`src/rtl/processador_pkg.sv`:
```
// rtl/processador_pkg.sv - opcode/step constants and one-hot decode shared by the control unit
package processador_pkg;

    localparam logic [2:0] OP_MV   = 3'b000;
    localparam logic [2:0] OP_MVI  = 3'b001;
    localparam logic [2:0] OP_ADD  = 3'b010;
    localparam logic [2:0] OP_SUB  = 3'b011;
    localparam logic [2:0] OP_MVNZ = 3'b100;

    localparam logic [1:0] T0 = 2'b00;
    localparam logic [1:0] T1 = 2'b01;
    localparam logic [1:0] T2 = 2'b10;
    localparam logic [1:0] T3 = 2'b11;

    function automatic logic [7:0] dec3to8(input logic [2:0] sel);
        logic [7:0] onehot;
        onehot = 8'b0000_0001 << sel;
        return onehot;
    endfunction

endpackage

```
`src/rtl/contador_passo.sv`:
```
// rtl/contador_passo.sv - two-bit instruction step counter with clear and hold
module contador_passo
    import processador_pkg::*;
(
    input  logic       Clock,
    input  logic       Reset,
    input  logic       Clear,
    input  logic       Hold,
    output logic [1:0] Tstep
);

    logic [1:0] step_next;

    always_comb begin
        step_next = Tstep;
        if (Clear) begin
            step_next = T0;
        end else if (!Hold) begin
            step_next = Tstep + 2'd1;
        end
    end

    always_ff @(posedge Clock) begin
        if (Reset) begin
            Tstep <= T0;
        end else begin
            Tstep <= step_next;
        end
    end

endmodule

```
`src/rtl/unidade_controle.sv`:
```
// rtl/unidade_controle.sv - multi-cycle processor control unit; CTRL_MVNZ_EN enables mvnz on opcode 100
module unidade_controle
    import processador_pkg::*;
#(
    parameter int DATA_W = 16
) (
    input  logic              Clock,
    input  logic              Reset,
    input  logic              Run,
    input  logic [DATA_W-1:0] DIN,
    input  logic              Gnz,
    output logic              IRin,
    output logic [7:0]        Rout,
    output logic [7:0]        Rin,
    output logic              Ain,
    output logic              Gin,
    output logic              Gout,
    output logic              DINout,
    output logic              AddSub,
    output logic              Done,
    output logic [1:0]        Tstep
);

    logic [8:0] ir;
    logic [2:0] op;
    logic [2:0] rx;
    logic [2:0] ry;
    logic       hold;

    assign op = ir[8:6];
    assign rx = ir[5:3];
    assign ry = ir[2:0];

    // Only the IR field of DIN matters here; the low bits are data for the datapath.
    logic unused_din;
`ifdef CTRL_MVNZ_EN
    assign unused_din = &{1'b0, DIN[DATA_W-10:0]};
`else
    assign unused_din = &{1'b0, DIN[DATA_W-10:0], Gnz};
`endif

    assign hold = (Tstep == T0) && !Run;

    contador_passo u_contador_passo (
        .Clock (Clock),
        .Reset (Reset),
        .Clear (Done),
        .Hold  (hold),
        .Tstep (Tstep)
    );

    always_ff @(posedge Clock) begin
        if (Reset) begin
            ir <= 9'd0;
        end else if ((Tstep == T0) && Run) begin
            ir <= DIN[DATA_W-1 -: 9];
        end
    end

    // Pure decode of (step, IR); reset forces every control low.
    always_comb begin
        IRin   = 1'b0;
        Rout   = 8'd0;
        Rin    = 8'd0;
        Ain    = 1'b0;
        Gin    = 1'b0;
        Gout   = 1'b0;
        DINout = 1'b0;
        AddSub = 1'b0;
        Done   = 1'b0;
        if (!Reset) begin
            case (Tstep)
                T0: begin
                    IRin = Run;
                end
                T1: begin
                    case (op)
                        OP_MV: begin
                            Rout = dec3to8(ry);
                            Rin  = dec3to8(rx);
                            Done = 1'b1;
                        end
                        OP_MVI: begin
                            DINout = 1'b1;
                            Rin    = dec3to8(rx);
                            Done   = 1'b1;
                        end
                        OP_ADD, OP_SUB: begin
                            Rout = dec3to8(rx);
                            Ain  = 1'b1;
                        end
`ifdef CTRL_MVNZ_EN
                        OP_MVNZ: begin
                            Rout = dec3to8(ry);
                            Rin  = Gnz ? dec3to8(rx) : 8'd0;
                            Done = 1'b1;
                        end
`endif
                        default: begin
                            Done = 1'b1;
                        end
                    endcase
                end
                T2: begin
                    if ((op == OP_ADD) || (op == OP_SUB)) begin
                        Rout   = dec3to8(ry);
                        Gin    = 1'b1;
                        AddSub = (op == OP_SUB);
                    end
                end
                default: begin
                    if ((op == OP_ADD) || (op == OP_SUB)) begin
                        Gout = 1'b1;
                        Rin  = dec3to8(rx);
                        Done = 1'b1;
                    end
                end
            endcase
        end
    end

endmodule

```
`config.mk`:
```
export PLATFORM = sky130hd
export DESIGN_NAME = unidade_controle
export DESIGN_NICKNAME = d
export VERILOG_FILES = /design/src/rtl/processador_pkg.sv /design/src/rtl/contador_passo.sv /design/src/rtl/unidade_controle.sv
export SDC_FILE = /design/constraint.sdc
export NUM_CORES = 1
export LEC_CHECK = 0
export ABC_AREA = 1
export BUFFER_PORTS_ARGS = -buffer_cell sky130_fd_sc_hd__buf_2
export CAP_MARGIN = 0
export CELL_PAD_IN_SITES_DETAIL_PLACEMENT = 0
export CELL_PAD_IN_SITES_GLOBAL_PLACEMENT = 2
export CORE_ASPECT_RATIO = 0.9
export CORE_MARGIN = 4
export CORE_UTILIZATION = 22
export DETAILED_ROUTE_END_ITERATION = 6
export PLACE_DENSITY_LB_ADDON = 0.08
export SLEW_MARGIN = 30
export SYNTH_ARGS = -nofsm -noshare
export SYNTH_HDL_FRONTEND = slang
export SYNTH_HIERARCHICAL = 1
export SYNTH_SLANG_ARGS = --single-unit
```
`constraint.sdc`:
```
create_clock -name Clock -period 1.8 [get_ports Clock]
set_input_delay 0.45 -clock Clock [delete_from_list [all_inputs] [get_ports Clock]]
set_output_delay 0.45 -clock Clock [all_outputs]
set_load 0.05 [all_outputs]
```
==> flow_metrics.py, run 1 <==
metrics = {
    "run_status": {
        "status": "finished, violations left",
        "violations": "negative setup slack",
    },
    "worst_hold_path": {
        "worstHoldStart": "DIN[14]",
        "hold_depth": 3,
        "holdPathEnd": "ir[7]",
        "hold_class": "input port to flop",
    },
    "clock_tree": {
        "path_clk_slew_ns": 0.05,
        "cts_root_buffer": "clkbuf_8",
        "clock_latency_ns": 0.24,
        "cts_buffers": 3,
        "tritoncts": "yes",
        "hold_buffers": 0,
        "h-tree-depth": 1,
        "cts.sinks": 11,
        "cts_buffer_depth": 2,
    },
    "sta": {
        "hold_ws_ns": 0.473,
        "finalCriticalPeriod_ns": 1.99,
        "min_period_over_period_pct": 111,
        "rsz0062_at_grt": "yes",
        "slew_violations": 0,
        "fin_ws_ns": -0.189,
        "setup_viol": 22,
        "tightest_slew_ns": 0.271,
        "tns_ns": -2.89,
        "hold_viol_final": 0,
        "fin_skew_ns": 0.00296,
        "max-slew-margin-rel_pct": 81.8,
        "fmax_ghz": 0.503,
    },
    "power_and_ir_drop": {
        "p_per_area_mw_per_mm2": 733,
        "max-vdd-ir-drop_v": 0.000384,
        "power_w": 0.00144,
        "power.leakage_nw": 0.790,
    },
    "global_routing": {
        "grt_max_degree": 18,
        "antenna_found_initial": 0,
        "grt_pass1_vias": 1269,
        "grt_overflow": 0,
        "grt.total_usage_pct": 12.9,
        "grt_pass1_wl_mm": 5.64,
    },
    "synth": {
        "avgSynthCellArea_sq_um": 5.88,
        "ys_seq_area_share_pct": 23.2,
        "ys_async_sr_fraction_pct": 0,
        "yosysTopAreaCell": "dfxtp_1",
        "synth_commonest_cells": "44 x nand2_1, 28 x nor2_1, 19 x inv_1, 18 x a21oi_1, 11 x dfxtp_1",
        "synth_edf_count": 0,
        "netlist_area_sq_um": 947,
        "synth_area_leaders": "dfxtp_1 23%, nand2_1 17%, nor2_1 11%",
        "synth_cell_types": 22,
        "synth_top_area_share_pct": 23.2,
        "synth.most_common_cell": "nand2_1",
        "yosysWarnings": 6,
        "synth_nets": 185,
        "syn-instance-count": 161,
        "ys_ff_latch": 11,
        "ys.flop_type": "dfxtp_1",
    },
    "critical_path": {
        "critPathKind": "flop to primary output",
        "worst_setup_path_end_kind": "primary output",
        "required_ns": 1.35,
        "worstPathArrival_ns": 1.54,
        "worst_r2r_endpoint": "u_contador_passo/Tstep[1]",
        "startpoint_type": "flop",
        "r2r_slack_ns": 0.22,
        "path_max_fanout": 8,
        "reg2regPathDepth": 10,
        "timing.rr.start": "u_contador_passo/Tstep[1]",
    },
    "floorplanning": {
        "ios": 45,
        "die_area_sq_mm": 0.00542,
        "die_x_microns": 77.2,
        "die_h_microns": 70.2,
        "initial_core_util_pct": 22.9,
        "core_area_sq_mm": 0.00413,
        "fp-row-count": 22,
    },
    "final_layout": {
        "fin_nets": 253,
        "layout-drive-gt1-share_pct": 58.3,
        "final_core_util_pct": 47.5,
        "diodes": 0,
        "area_growth_pct": 107,
        "fillers": 407,
    },
    "place": {
        "place_congestion": 0.766,
        "place_hpwl_mm": 2.56,
        "io_buffers": 36,
        "dp_slack_ns": -0.243,
    },
    "flow_run": {
        "maxCapViolations": 0,
    },
    "routing": {
        "route.vias.total": 1235,
        "wl_per_cell_microns": 12.1,
        "routed_via_density": 4.47,
        "ant_nets": 0,
        "wirelength_mm": 3.33,
        "drt_first_pass_iters": 4,
        "drcViolationCount": 0,
        "drt_iter0_markers": 46,
    },
}
-- final cells by class --
| cell class | instances | area (sq um) | area share [%] |
|---|---|---|---|
| Sequential cell | 11 | 233 | 11.9 |
| Multi-Input combinational cell | 126 | 933 | 47.6 |
| Clock buffer | 4 | 45.0 | 2.30 |
| Tap cell | 48 | 60.1 | 3.06 |
| Inverter | 22 | 97.6 | 4.97 |
| Timing Repair Buffer | 65 | 593 | 30.2 |
-- repair_timing --
item,in CTS,in global routing
buffers inserted,3,4
pin swaps,16,8
setup endpoints to repair,23,22
gates resized for setup,75,18
gates cloned,1,0
-- worst max-delay path by stage --
stage                                    from     end  slack [ns]  cells after the start
global route        u_contador_passo/Tstep[1]  Rin[3]       -0.27                      8
finish              u_contador_passo/Tstep[1]  Rin[3]       -0.19                      8
CTS                 u_contador_passo/Tstep[1]  Rin[3]       -0.19                      8
global placement    u_contador_passo/Tstep[1]  Rin[0]       -0.21                      7
detailed placement  u_contador_passo/Tstep[1]  Rin[0]       -0.24                      7
floorplan           u_contador_passo/Tstep[0]  Rin[0]       -0.44                      5
-- state kept, by name, summed over array words and instances, names as in the netlist --
name	count
ir	9
u_contador_passo/Tstep	2
-- power by group --
group	total (W)	switching [W]	internal (W)
Sequential	0.000347	0.0000547	0.000292
Combinational	0.000838	0.000507	0.000331
Clock	0.000253	0.0000972	0.000156
-- through the flow --
stage	cell area, sq um	cells
finish	1960	276
CTS	1880	272
floorplan	1150	161
global placement	1540	264
detailed placement	1540	264
global route	1960	276
-- layout by cell type, fill, tap and decap left out, types with 2 or more instances in the layout --
master	n
buf_12	2
a21oi_2	2
nor3_4	2
nor2_4	15
nor2_1	10
nand2_1	37
inv_1	10
nand4_1	2
o21ai_0	9
nor2_2	7
buf_8	5
dfxtp_1	5
inv_2	7
buf_6	20
buf_2	13
dfxtp_4	2
dfxtp_2	4
nand2_2	5
ha_4	4
inv_4	4
a21oi_4	6
buf_4	25
nand2_4	2
a21oi_1	10
o21ai_1	2
clkbuf_8	3
nand3_1	9
-- worst max-delay path: stages (launching register included) --
cell     delay [ns]
dfxtp_4        0.35
buf_12         0.10
ha_4           0.13
inv_4          0.05
nor3_4         0.17
a31oi_4        0.06
buf_12         0.16
nor2_4         0.12
buf_6          0.16
-- routing by layer --
metal | track usage [%] | wire (microns) | vias to the layer above
met4 | 6.92 | 100 | 0
met2 | 20.7 | 1540 | 33
met1 | 15.8 | 1500 | 543
met3 | 2.96 | 184 | 9
met5 | 0 | 0 | -
li1 | - | - | 650
-- cell families after synthesis --
logic type               count (synthesis)  synth area share, %
AO/OA/AOI/OAI                           31                 18.5
buffers and inverters                   25                 11.2
adder cells (fa/ha/maj)                  4                 5.28
flip-flops                              11                 23.2
AND/OR/NAND/NOR                         90                 41.7
Power figures use the tool's default switching activity.
==> run 2, diff against run 1 <==
Settings changed: ABC_AREA 1 to 0, CORE_UTILIZATION 22 to 24.
Clock period 1.8 ns to 1.9 ns, I/O delays scaled along.
==> flow_metrics.py, run 2 <==
metrics = {
    "critical_path": {
        "worst_r2r_endpoint": "u_contador_passo/Tstep[0]",
        "worst_setup_path_end_kind": "primary output",
        "r2r_slack_ns": 0.26,
        "critPathKind": "flop to primary output",
        "required_ns": 1.42,
        "timing.rr.start": "ir[7]",
        "startpoint_type": "flop",
        "path_max_fanout": 4,
        "reg2regPathDepth": 8,
        "worstPathArrival_ns": 1.69,
    },
    "floorplanning": {
        "die_area_sq_mm": 0.00487,
        "fp-row-count": 21,
        "die_h_microns": 66.6,
        "initial_core_util_pct": 24.7,
        "core_area_sq_mm": 0.00370,
        "ios": 45,
        "die_x_microns": 73.1,
    },
    "worst_hold_path": {
        "hold_class": "input port to flop",
        "holdPathEnd": "ir[8]",
        "worstHoldStart": "DIN[15]",
        "hold_depth": 3,
    },
    "synth": {
        "ys.flop_type": "dfxtp_1",
        "synth_cell_types": 32,
        "avgSynthCellArea_sq_um": 7.70,
        "syn-instance-count": 119,
        "yosysWarnings": 6,
        "synth_nets": 143,
        "yosysTopAreaCell": "dfxtp_1",
        "synth_edf_count": 0,
        "ys_async_sr_fraction_pct": 0,
        "ys_seq_area_share_pct": 24.0,
        "netlist_area_sq_um": 916,
        "synth.most_common_cell": "nand2_1",
        "synth_commonest_cells": "21 x nand2_1, 11 x dfxtp_1, 11 x nor2_1, 9 x a21oi_1",
        "ys_ff_latch": 11,
        "synth_area_leaders": "dfxtp_1 24%, nand2_1 8.6%, ha_1 5.5%",
        "synth_top_area_share_pct": 24.0,
    },
    "sta": {
        "tightest_slew_ns": 0.390,
        "tns_ns": -3.79,
        "hold_viol_final": 0,
        "finalCriticalPeriod_ns": 2.17,
        "fin_skew_ns": 0.000318,
        "fmax_ghz": 0.461,
        "min_period_over_period_pct": 114,
        "hold_ws_ns": 0.463,
        "rsz0062_at_grt": "yes",
        "max-slew-margin-rel_pct": 74.0,
        "setup_viol": 19,
        "slew_violations": 0,
        "fin_ws_ns": -0.269,
    },
    "final_layout": {
        "largest_reg_flops": 9,
        "reg.largest.list": "ir x9, u_contador_passo/Tstep x2",
        "fin_nets": 207,
        "diodes": 0,
        "instances_no_fill": 228,
        "layout_common_cells": "25 x buf_4, 25 x buf_6, 21 x nand2_1, 14 x buf_2, 9 x a21oi_1",
        "layout-drive-gt1-share_pct": 63.7,
        "max_flop_register": "ir",
        "fillers": 355,
        "area_growth_pct": 99.2,
        "final_core_util_pct": 49.2,
    },
    "global_routing": {
        "grt_pass1_wl_mm": 4.98,
        "gr-usage-met2_pct": 21.4,
        "use_met1_pct": 17.4,
        "grt.total_usage_pct": 13.3,
        "busiest_layer": "met2",
        "grt_overflow": 0,
        "grt_max_degree": 18,
        "grt_pass1_vias": 1047,
        "antenna_found_initial": 0,
        "use_met3_pct": 3.62,
    },
    "run_status": {
        "violations": "negative setup slack",
        "status": "finished, violations left",
    },
    "clock_tree": {
        "path_clk_slew_ns": 0.05,
        "cts_buffers": 3,
        "hold_buffers": 0,
        "cts.sinks": 11,
        "h-tree-depth": 1,
        "clock_latency_ns": 0.24,
        "cts_root_buffer": "clkbuf_8",
        "tritoncts": "yes",
        "cts_buffer_depth": 2,
    },
    "routing": {
        "route.vias.total": 1094,
        "routed_via_density": 4.80,
        "drcViolationCount": 0,
        "drt_iter0_markers": 17,
        "wl_per_cell_microns": 13.3,
        "wirelength_mm": 3.02,
        "drt_first_pass_iters": 4,
        "ant_nets": 0,
    },
    "place": {
        "io_buffers": 36,
        "dp_cells": 219,
        "place_hpwl_mm": 2.38,
        "place_congestion": 0.742,
    },
    "flow_run": {
        "maxCapViolations": 0,
    },
    "power_and_ir_drop": {
        "power.leakage_nw": 0.714,
        "p_per_area_mw_per_mm2": 693,
        "max-vdd-ir-drop_v": 0.000499,
    },
}
[run 2: layout make-up]
| type | count | area (sq um) | area share, % |
|---|---|---|---|
| timing repair buffer | 66 | 574 | 31.5 |
| tap | 46 | 57.6 | 3.16 |
| multi-input combinational | 98 | 897 | 49.2 |
| clock buffer | 3 | 41.3 | 2.26 |
| inverter | 3 | 16.3 | 0.892 |
| clock inverter | 1 | 5.00 | 0.274 |
| sequential | 11 | 233 | 12.8 |
[run 2: what timing repair did]
item                                    CTS  global route
pin swaps                                 1             4
setup buffers                             1             4
gates resized for setup                  58             5
endpoints found under the setup margin   21            21
[run 2: per-layer routing]
metal	wire length (microns)	vias to the layer above
li1	-	551
met1	1370	514
met2	1440	25
met3	175	4
met4	34	0
met5	0	-
[run 2: critical path, stage by stage (launching register included)]
cell	delay (ns)
dfxtp_4	0.36
inv_4	0.05
ha_1	0.14
and4bb_4	0.28
nand3b_4	0.13
o32ai_4	0.30
buf_6	0.19
[run 2: stage by stage]
step | total power, W | worst slack (ns) | cell area, sq um
after floorplan | 0.000743 | -0.411 | 1120
after global placement | 0.000956 | -0.308 | 1530
after detailed placement | 0.000969 | -0.340 | 1530
after CTS | 0.00127 | -0.281 | 1780
after global routing | 0.00135 | -0.350 | 1820
final | 0.00126 | -0.269 | 1820
[run 2: cell families (layout without fill, tap and decap cells)]
kind of cell | Yosys count | after routing | share of synthesized area (%)
muxes | 1 | 1 | 1.09
adders and majority gates | 4 | 4 | 5.46
AOI/OAI and AO/OA | 27 | 27 | 21.0
xor gates and xnor gates | 1 | 1 | 0.956
buffers and inverters | 10 | 73 | 4.23
and+or+nand+nor | 65 | 65 | 43.2
DFF | 11 | 11 | 24.0
[run 2: how the worst max path moves through the flow]
stage | start | depth (start not counted) | endpoint | slack [ns]
after global routing | u_contador_passo/Tstep[0] | 6 | Rout[0] | -0.35
final | u_contador_passo/Tstep[0] | 6 | Rout[0] | -0.27
after floorplan | u_contador_passo/Tstep[0] | 4 | Rout[5] | -0.41
after detailed placement | Reset | 5 | Rout[1] | -0.34
after global placement | Reset | 5 | Rout[1] | -0.31
after CTS | u_contador_passo/Tstep[0] | 6 | Rout[0] | -0.28
[run 2: power by group]
group	internal [W]	switching, W	total [W]
clock network	0.000145	0.0000947	0.000239
logic	0.000317	0.000378	0.000695
registers	0.000271	0.0000594	0.000331
==> run 3, diff against run 2 <==
Settings changed: CAP_MARGIN 0 to 20, CORE_UTILIZATION 24 to 22, SYNTH_HIERARCHICAL 1 to not set.
==> flow_metrics.py, run 3 <==
metrics = {
    "synth": {
        "synth_commonest_cells": "21 x nand2_1, 11 x dfxtp_1, 10 x nor2_1, 9 x a21oi_1, 6 x o32ai_1",
        "ys_seq_area_share_pct": 27.4,
        "yosysTopAreaCell": "dfxtp_1",
        "syn-instance-count": 107,
        "synth_edf_count": 0,
        "synth_nets": 131,
        "ys_async_sr_fraction_pct": 0,
        "synth_cell_types": 28,
        "avgSynthCellArea_sq_um": 7.51,
        "synth.most_common_cell": "nand2_1",
        "synth_area_leaders": "dfxtp_1 27%, nand2_1 9.8%, o32ai_1 6.5%",
        "ys_ff_latch": 11,
        "yosysWarnings": 0,
        "ys.flop_type": "dfxtp_1",
        "netlist_area_sq_um": 803,
        "synth_top_area_share_pct": 27.4,
    },
    "critical_path": {
        "required_ns": 1.42,
        "worstPathArrival_ns": 1.73,
        "startpoint_type": "flop",
        "worst_setup_path_end_kind": "primary output",
        "path_max_fanout": 8,
        "critPathKind": "flop to primary output",
    },
    "final_layout": {
        "final_core_util_pct": 48.8,
        "area_growth_pct": 110,
        "largest_reg_flops": 9,
        "reg.largest.list": "ir x9, u_contador_passo.Tstep x2",
        "layout-drive-gt1-share_pct": 60.5,
        "max_flop_register": "ir",
        "layout_common_cells": "20 x nand2_1, 20 x buf_6, 20 x buf_4, 15 x buf_2, 9 x a21oi_1",
        "fin_nets": 187,
        "final_area_sq_mm": 0.00168,
        "diodes": 0,
    },
    "sta": {
        "fin_ws_ns": -0.303,
        "fin_skew_ns": 0.00456,
        "tns_ns": -3.75,
        "fmax_ghz": 0.454,
        "finalCriticalPeriod_ns": 2.20,
        "setup_viol": 17,
        "max-slew-margin-rel_pct": 72.8,
        "tightest_slew_ns": 0.408,
        "min_period_over_period_pct": 116,
        "rsz0062_at_grt": "yes",
        "hold_viol_final": 0,
        "slew_violations": 0,
    },
    "power_and_ir_drop": {
        "power.leakage_nw": 0.616,
        "max-vdd-ir-drop_v": 0.000536,
        "power_w": 0.00175,
        "p_per_area_mw_per_mm2": 1040,
    },
    "clock_tree": {
        "cts_buffer_depth": 2,
        "cts_buffers": 3,
        "path_clk_slew_ns": 0.05,
        "tritoncts": "yes",
        "h-tree-depth": 1,
        "clock_latency_ns": 0.23,
        "cts.sinks": 11,
        "cts_root_buffer": "clkbuf_8",
    },
    "routing": {
        "route.vias.total": 932,
        "drt_first_pass_iters": 4,
        "drt_iter0_markers": 36,
        "wirelength_mm": 2.64,
        "drcViolationCount": 0,
        "ant_nets": 0,
        "routed_via_density": 4.52,
        "wl_per_cell_microns": 12.8,
    },
    "place": {
        "place_congestion": 0.710,
        "placed_cell_area_sq_mm": 0.00142,
        "io_buffers": 36,
        "dp_slack_ns": -0.254,
        "place_hpwl_mm": 2.17,
    },
    "run_status": {
        "status": "finished, violations left",
        "violations": "negative setup slack",
    },
    "global_routing": {
        "grt_pass1_vias": 965,
        "antenna_found_initial": 0,
        "grt_overflow": 0,
        "grt.total_usage_pct": 12.3,
        "grt_max_degree": 10,
        "grt_pass1_wl_mm": 4.57,
    },
    "floorplanning": {
        "die_x_microns": 71.7,
        "die_area_sq_mm": 0.00468,
        "initial_core_util_pct": 23.3,
        "core_area_sq_mm": 0.00345,
        "ios": 45,
        "fp-row-count": 20,
        "die_h_microns": 65.3,
    },
    "worst_hold_path": {
        "hold_class": "input port to flop",
    },
    "flow_run": {
        "maxCapViolations": 0,
    },
}
## run 3: cells by family (layout without fill, tap and decap cells)
| kind of cell | count (synthesis) | after routing | share of synthesized area [%] |
|---|---|---|---|
| xor gates and xnor gates | 1 | 1 | 1.09 |
| DFF | 11 | 11 | 27.4 |
| adders and majority gates | 4 | 4 | 6.23 |
| muxes | 2 | 2 | 2.49 |
| AOI/OAI and AO/OA | 19 | 19 | 16.2 |
| and+or+nand+nor | 61 | 61 | 41.4 |
| buffers and inverters | 9 | 64 | 5.14 |
## run 3: critical path: stages, from the launching register on
cell and delay, ns:
dfxtp_4 0.36, inv_4 0.07, ha_4 0.15, nor4b_4 0.24
a31oi_4 0.06, buf_12 0.17, o32ai_4 0.26, buf_6 0.19
## run 3: final cells by class
class                           count  area (sq um)
Inverter                            4          20.0
Sequential cell                    11           230
Fill cell                         343          1770
Tap cell                           44          55.1
Timing Repair Buffer               56           470
Multi-Input combinational cell     87           863
Clock buffer                        4          45.0
## run 3: report_power, final
| part | switching [W] | internal, W | total [W] |
|---|---|---|---|
| clock network | 0.0000788 | 0.000147 | 0.000225 |
| registers | 0.0000884 | 0.000299 | 0.000387 |
| logic | 0.000649 | 0.000488 | 0.00114 |
## run 3: worst paths after layout
| check | start | to | slack, ns | cells after the start |
|---|---|---|---|---|
| setup / recovery | u_contador_passo.Tstep[1] | Rout[7] | -0.30 | 7 |
| hold / removal | DIN[15] | ir[8] | 0.48 | 3 |
| setup reg to reg | u_contador_passo.Tstep[0] | u_contador_passo.Tstep[1] | 0.55 | 5 |
| hold reg to reg | ir[3] | ir[3] | 0.50 | 2 |
## run 3: stage by stage
step,hold WS (ns),std cells
floorplan,0.465,107
global placement,0.481,198
detailed placement,0.492,198
CTS,0.476,206
global route,0.490,206
finish,0.478,206
## run 3: repair_timing
| action | 4_1_cts | 5_1_grt |
|---|---|---|
| endpoints found under the setup margin | 20 | 21 |
| buffers inserted | 4 | 0 |
| pin swaps | 4 | 2 |
| endpoints found under the hold margin | 0 | 0 |
| gates resized for setup | 42 | 14 |
| hold buffers | 0 | 0 |
## run 3: layer usage
metal,global-route usage [%],part of all wire (%)
met1,17.7,51
met4,3.52,0.49
met3,1.99,5.8
met5,0,0
met2,18.7,43
